<file path="config.mk">
export PLATFORM = sky130hd
export DESIGN_NAME = sma_seq_ctrl
export DESIGN_NICKNAME = d
export VERILOG_FILES = /design/src/rtl/sma_seq_ctrl.sv
export SDC_FILE = /design/constraint.sdc
export NUM_CORES = 1
export LEC_CHECK = 0
export ABC_AREA = 1
export BUFFER_PORTS_ARGS = -buffer_cell sky130_fd_sc_hd__buf_4
export CORE_MARGIN = 1.5
export CORE_UTILIZATION = 57
export CTS_BUF_LIST = sky130_fd_sc_hd__clkbuf_4 sky130_fd_sc_hd__clkbuf_8 sky130_fd_sc_hd__clkbuf_16
export CTS_CLUSTER_SIZE = 8
export DETAILED_ROUTE_END_ITERATION = 12
export MAX_ROUTING_LAYER = met4
export PLACE_DENSITY_LB_ADDON = 0.15
export SLEW_MARGIN = 20
export SYNTH_ARGS = -nofsm -noshare
export SYNTH_HDL_FRONTEND = slang
export SYNTH_SLANG_ARGS = --single-unit
</file>
<file path="constraint.sdc">
create_clock -name CLK -period 2.4 [get_ports CLK]
set_input_delay 0.12 -clock CLK [delete_from_list [all_inputs] [get_ports CLK]]
set_output_delay 0.12 -clock CLK [all_outputs]
set_load 0.005 [all_outputs]
</file>
<file path="src/rtl/sma_seq_ctrl.sv">
// Host-commanded sequencer for one SMA pass: EMEM/DMEM/IMEM load streams,
// run handshake under a watchdog, then a readback stream.
module sma_seq_ctrl #(
    parameter int unsigned EAW   = 7,
    parameter int unsigned DAW   = 7,
    parameter int unsigned IAW   = 8,
    parameter int unsigned RAW   = 7,
    parameter int unsigned TMO_W = 16
) (
    input  logic             CLK,
    input  logic             RST,
    input  logic             START,
    input  logic             ABORT,
    input  logic [EAW-1:0]   ELAST,
    input  logic [DAW-1:0]   DLAST,
    input  logic [IAW-1:0]   ILAST,
    input  logic [RAW-1:0]   RLAST,
    input  logic [TMO_W-1:0] TMO,
    input  logic             MEM_RDY,
    input  logic             DONE,
    output logic [EAW-1:0]   EADR,
    output logic             EWE,
    output logic [DAW-1:0]   DADR,
    output logic             DWE,
    output logic [IAW-1:0]   IADR,
    output logic             IWE,
    output logic [RAW-1:0]   RADR,
    output logic             RRE,
    output logic             RUN_GO,
    output logic             BUSY,
    output logic             FIN,
    output logic             ERR,
    output logic [8:0]       stat
);

    typedef enum logic [8:0] {
        S_IDLE = 9'h001,
        S_EMEM = 9'h002,
        S_DMEM = 9'h004,
        S_IMEM = 9'h008,
        S_GO   = 9'h010,
        S_RUN  = 9'h020,
        S_READ = 9'h040,
        S_FIN  = 9'h080,
        S_ERR  = 9'h100
    } state_e;

    state_e           state_q, state_d;
    logic [EAW-1:0]   elast_q, elast_d, eadr_q, eadr_d;
    logic [DAW-1:0]   dlast_q, dlast_d, dadr_q, dadr_d;
    logic [IAW-1:0]   ilast_q, ilast_d, iadr_q, iadr_d;
    logic [RAW-1:0]   rlast_q, rlast_d, radr_q, radr_d;
    logic [TMO_W-1:0] tmo_q, tmo_d, cnt_q, cnt_d;
    logic             ewe_q, ewe_d, dwe_q, dwe_d, iwe_q, iwe_d, rre_q, rre_d;
    logic             run_go_q, run_go_d, busy_q, busy_d;
    logic             fin_q, fin_d, err_q, err_d;

    always_comb begin
        state_d = state_q;
        elast_d = elast_q;
        dlast_d = dlast_q;
        ilast_d = ilast_q;
        rlast_d = rlast_q;
        tmo_d   = tmo_q;
        cnt_d   = cnt_q;
        eadr_d  = eadr_q;
        dadr_d  = dadr_q;
        iadr_d  = iadr_q;
        radr_d  = radr_q;

        // ABORT outranks everything, including START in IDLE
        if (ABORT) begin
            state_d = S_IDLE;
        end else begin
            case (state_q)
                S_IDLE: begin
                    if (START) begin
                        elast_d = ELAST;
                        dlast_d = DLAST;
                        ilast_d = ILAST;
                        rlast_d = RLAST;
                        tmo_d   = TMO;
                        eadr_d  = '0;
                        dadr_d  = '0;
                        iadr_d  = '0;
                        radr_d  = '0;
                        state_d = S_EMEM;
                    end
                end
                S_EMEM: begin
                    if (MEM_RDY) begin
                        if (eadr_q == elast_q) state_d = S_DMEM;
                        else                   eadr_d  = eadr_q + EAW'(1);
                    end
                end
                S_DMEM: begin
                    if (MEM_RDY) begin
                        if (dadr_q == dlast_q) state_d = S_IMEM;
                        else                   dadr_d  = dadr_q + DAW'(1);
                    end
                end
                S_IMEM: begin
                    if (MEM_RDY) begin
                        if (iadr_q == ilast_q) begin
                            state_d = S_GO;
                            cnt_d   = '0;
                        end else begin
                            iadr_d = iadr_q + IAW'(1);
                        end
                    end
                end
                // Counter tracks cycles elapsed since the RUN_GO cycle
                S_GO: begin
                    cnt_d   = cnt_q + TMO_W'(1);
                    state_d = S_RUN;
                end
                S_RUN: begin
                    if (DONE)                state_d = S_READ;
                    else if (cnt_q >= tmo_q) state_d = S_ERR;
                    else                     cnt_d   = cnt_q + TMO_W'(1);
                end
                S_READ: begin
                    if (MEM_RDY) begin
                        if (radr_q == rlast_q) state_d = S_FIN;
                        else                   radr_d  = radr_q + RAW'(1);
                    end
                end
                S_FIN:   state_d = S_IDLE;
                S_ERR:   state_d = S_ERR;
                default: state_d = S_IDLE;
            endcase
        end

        ewe_d    = (state_d == S_EMEM);
        dwe_d    = (state_d == S_DMEM);
        iwe_d    = (state_d == S_IMEM);
        rre_d    = (state_d == S_READ);
        run_go_d = (state_d == S_GO);
        fin_d    = (state_d == S_FIN);
        err_d    = (state_d == S_ERR);
        busy_d   = !((state_d == S_IDLE) || (state_d == S_FIN) || (state_d == S_ERR));
    end

    always_ff @(posedge CLK) begin
        if (RST) begin
            state_q  <= S_IDLE;
            elast_q  <= '0;
            dlast_q  <= '0;
            ilast_q  <= '0;
            rlast_q  <= '0;
            tmo_q    <= '0;
            cnt_q    <= '0;
            eadr_q   <= '0;
            dadr_q   <= '0;
            iadr_q   <= '0;
            radr_q   <= '0;
            ewe_q    <= 1'b0;
            dwe_q    <= 1'b0;
            iwe_q    <= 1'b0;
            rre_q    <= 1'b0;
            run_go_q <= 1'b0;
            busy_q   <= 1'b0;
            fin_q    <= 1'b0;
            err_q    <= 1'b0;
        end else begin
            state_q  <= state_d;
            elast_q  <= elast_d;
            dlast_q  <= dlast_d;
            ilast_q  <= ilast_d;
            rlast_q  <= rlast_d;
            tmo_q    <= tmo_d;
            cnt_q    <= cnt_d;
            eadr_q   <= eadr_d;
            dadr_q   <= dadr_d;
            iadr_q   <= iadr_d;
            radr_q   <= radr_d;
            ewe_q    <= ewe_d;
            dwe_q    <= dwe_d;
            iwe_q    <= iwe_d;
            rre_q    <= rre_d;
            run_go_q <= run_go_d;
            busy_q   <= busy_d;
            fin_q    <= fin_d;
            err_q    <= err_d;
        end
    end

    assign EADR   = eadr_q;
    assign EWE    = ewe_q;
    assign DADR   = dadr_q;
    assign DWE    = dwe_q;
    assign IADR   = iadr_q;
    assign IWE    = iwe_q;
    assign RADR   = radr_q;
    assign RRE    = rre_q;
    assign RUN_GO = run_go_q;
    assign BUSY   = busy_q;
    assign FIN    = fin_q;
    assign ERR    = err_q;
    assign stat   = state_q;

endmodule
</file>
==> results by group <==
Place
  • Post-DP Area: 0.00694 sq mm
  • Weighted congestion at the end of routability-driven global placement: 0.929
  • Sum of net half-perimeters after detailed placement: 11.7 mm
  • Number of port buffers: 96
  • Worst slack after detailed placement: 0.307 ns

Run
  • Max Cap Violations: 0

Floorplanning
  • Top Ports: 97
  • Die area: 0.0114 sq mm
  • Placement row count: 37
  • Height of the chip: 107 um
  • Core ar.: 0.0104 sq mm
  • Width of the chip: 107 um
  • Effective utilization at floorplan: 59.0%

Power
  • Pwr dens: 510 mW/mm^2
  • Leak pwr: 0.00303 uW
  • Worst VDD drop: 0.000377 V
  • Final Total Pwr: 3680 uW

Final layout
  • Most frequent standard cell in the layout excluding fill and tap cells: nand2_1
  • Register Area: 0.00214 sq mm
  • Layout fillers: 887
  • Final layout net count: 1030
  • Area grow syn2layout: 18.1%
  • Antenna diode count: 0
  • Area taken by multi-input logic gates: 0.00344 sq mm
  • Post-route standard cell area excluding fillers: 0.00723 sq mm
  • Most frequent cells in the layout: nand2_1, dfxtp_1, buf_4
  • Share of layout cells above drive strength 1: 18.7%

STA
  • Unrepaired setup endpoints after global routing: no
  • Hold violation count in the final report: 0
  • Max Slew Vio Count: 0
  • Final WS setup: 0.248 ns
  • Worst Max-Slew Pin Slew: 0.560 ns
  • Final min period: 2.15 ns
  • Post-Route Hold Slack: 0.00540 ns
  • Fin crit share: 89.7%
  • Final total negative setup slack: 0 ns
  • Slew margin rel.: 62.4%
  • Max Clock Freq: 465 MHz
  • Worst clock skew: 0.00928 ns
  • Number of setup violations in the final report: 0

CTS
  • Number of clock sinks: 107
  • Clock latency of the later-clocked register in the worst-skew pair: 0.39 ns
  • Root buffer cell: clkbuf_8
  • Worst-case clock buffer depth: 2
  • CTS tree: yes
  • Resized Gates After CTS: 0
  • Buffer count from post-CTS setup fixing: 0
  • CTS HTree Levels: 3
  • Clock buffer count from CTS: 9
  • Clk slew on worst S/H paths: 0.10 ns

Synthesis
  • Post-synthesis net count: 938
  • Flops & latches, synth: 107
  • Cell area after technology mapping: 0.00612 sq mm
  • Post-synthesis instance total: 866
  • Unique masters post-synth: 37
  • Count of yosys warnings during synthesis: 0
  • Synthesized area per cell: 7.07 sq um
  • Share of synthesized area occupied by flip-flops and latches: 35.0%

GRT
  • Maximum number of pins on one net before global-route repair: 93
  • Via count of the first global-routing pass: 5725
  • Wire length of the first global-routing pass: 26.8 mm
  • Initial antenna violation count: 0
  • Global router's overall resource usage: 30.1%
  • Residual overflow from global routing: 0

Drt
  • Number of antenna-violating nets in the routed design: 0
  • TritonRoute pass-1 iters: 6
  • Drt via density: 5.46
  • Number of DRC markers after the initial detailed-route iteration: 321
  • Total detailed-routing wirelength: 15.9 mm
  • Detail-routed net length per standard cell: 14.4 um
  • Residual DRC: 0
  • Routed via count: 6001

Worst setup path
  • Kind of critical path: reg -> reg
  • Maximum net fanout on the critical path: 10
  • Standard cell with the maximum stage delay on the critical path: dfxtp_1
  • Top Family by Delay on Critical Path: simple AND/OR/NAND/NOR gates
  • Buffer and inverter count on the worst path: 0
  • Highest cell delay on the worst timing path: 0.44 ns
  • Ordered cell list for the critical path: ha_1 > a21oi_1 > o21ai_0 > a21oi_1 > nand2_1 > nand2_1 > nand4_2 > nand2_1 > a21oi_1
  • Crit end category: register
  • Signal arrival time at the worst endpoint: 2.40 ns
  • Startpoint kind of the worst setup timing path: register
  • Required time worst endpoint: 2.65 ns

Hold path
  • Worst min-delay path category: in -> reg

Run status
  • Outcome: finished, final reports clean
-- registers in the layout, summed over array words and instances (netlist names), 8 cells and up --
register	cells
cnt_q	16
tmo_q	16
stat	9
IADR	8
ilast_q	8
-- where the power goes --
group	switching, uW	leakage [uW]	internal, uW
clock	653	0.000113	625
combinational	324	0.00205	205
sequential	39.0	0.000870	1840
total	1020	0.00303	2670
-- cell type report --
cell class                      instances  area share, %
Inverter                              108           5.64
Clock buffer                           10           1.90
Clock inverter                          6           1.30
Multi-Input combinational cell        624           47.6
Sequential cell                       107           29.6
Timing Repair Buffer                  108           11.6
Tap cell                              136           2.35
-- path summary, 6_finish.rpt --
check,startpoint,to,slack [ns],cells past startpoint
max,cnt_q[9],cnt_q[12],0.25,9
min reg2reg,rlast_q[5],rlast_q[5],0.46,2
min,TMO[13],tmo_q[13],0.005,3
max reg2reg,cnt_q[9],cnt_q[12],0.25,9
-- tightest hold or removal path: stages --
cell and delay (ns):
buf_4 0.08, o21ai_1 0.06, a21oi_1 0.10
-- logic make-up after synthesis --
group / synth area share, %
adder cells (fa/ha/maj): 4.29
AND/OR/NAND/NOR: 29.5
buffers and inverters: 8.81
flip-flops: 35.0
XOR/XNOR: 7.01
AO/OA/AOI/OAI: 15.4
-- metal layers --
metal / vias up / share of wire, % / GRT usage [%]
li1: 3016 / - / -
met2: 162 / 51 / 53.3
met1: 2803 / 43 / 35.5
met3: 20 / 4.2 / 3.71
met4: 0 / 1.5 / 9.52
met5: - / 0 / -
-- metrics by stage --
stage          utilization, %  cells
2_1_floorplan               -    866
3_3_place_gp             66.9   1077
3_5_place_dp             66.9   1077
4_1_cts                  69.7   1099
5_1_grt                  69.7   1099
6_report                 69.7   1099
-- what timing repair did --
| action | CTS | global route |
|---|---|---|
| setup endpoints to repair | 0 | 0 |
| hold endpoints to repair | 6 | 0 |
| hold buffers | 6 | 0 |
-- synthesized netlist by cell type, drive strengths merged --
library cell,n,area [sq um]
nand2,170,678
inv,108,408
dfxtp,107,2140
nor2,104,483
a21oi,97,523
o21ai,68,355
nand3,41,245
nor3,29,150
nand4,27,175
xnor2,25,219
xor2,24,210
ha,21,263
clkbuf,14,52.6
buf,13,78.8
nor3b,8,60.1
a211oi,3,22.5
a31o,3,26.3
and2,2,12.5
a31oi,1,6.26
o21bai,1,7.51
(Power assumes the default switching activity.)
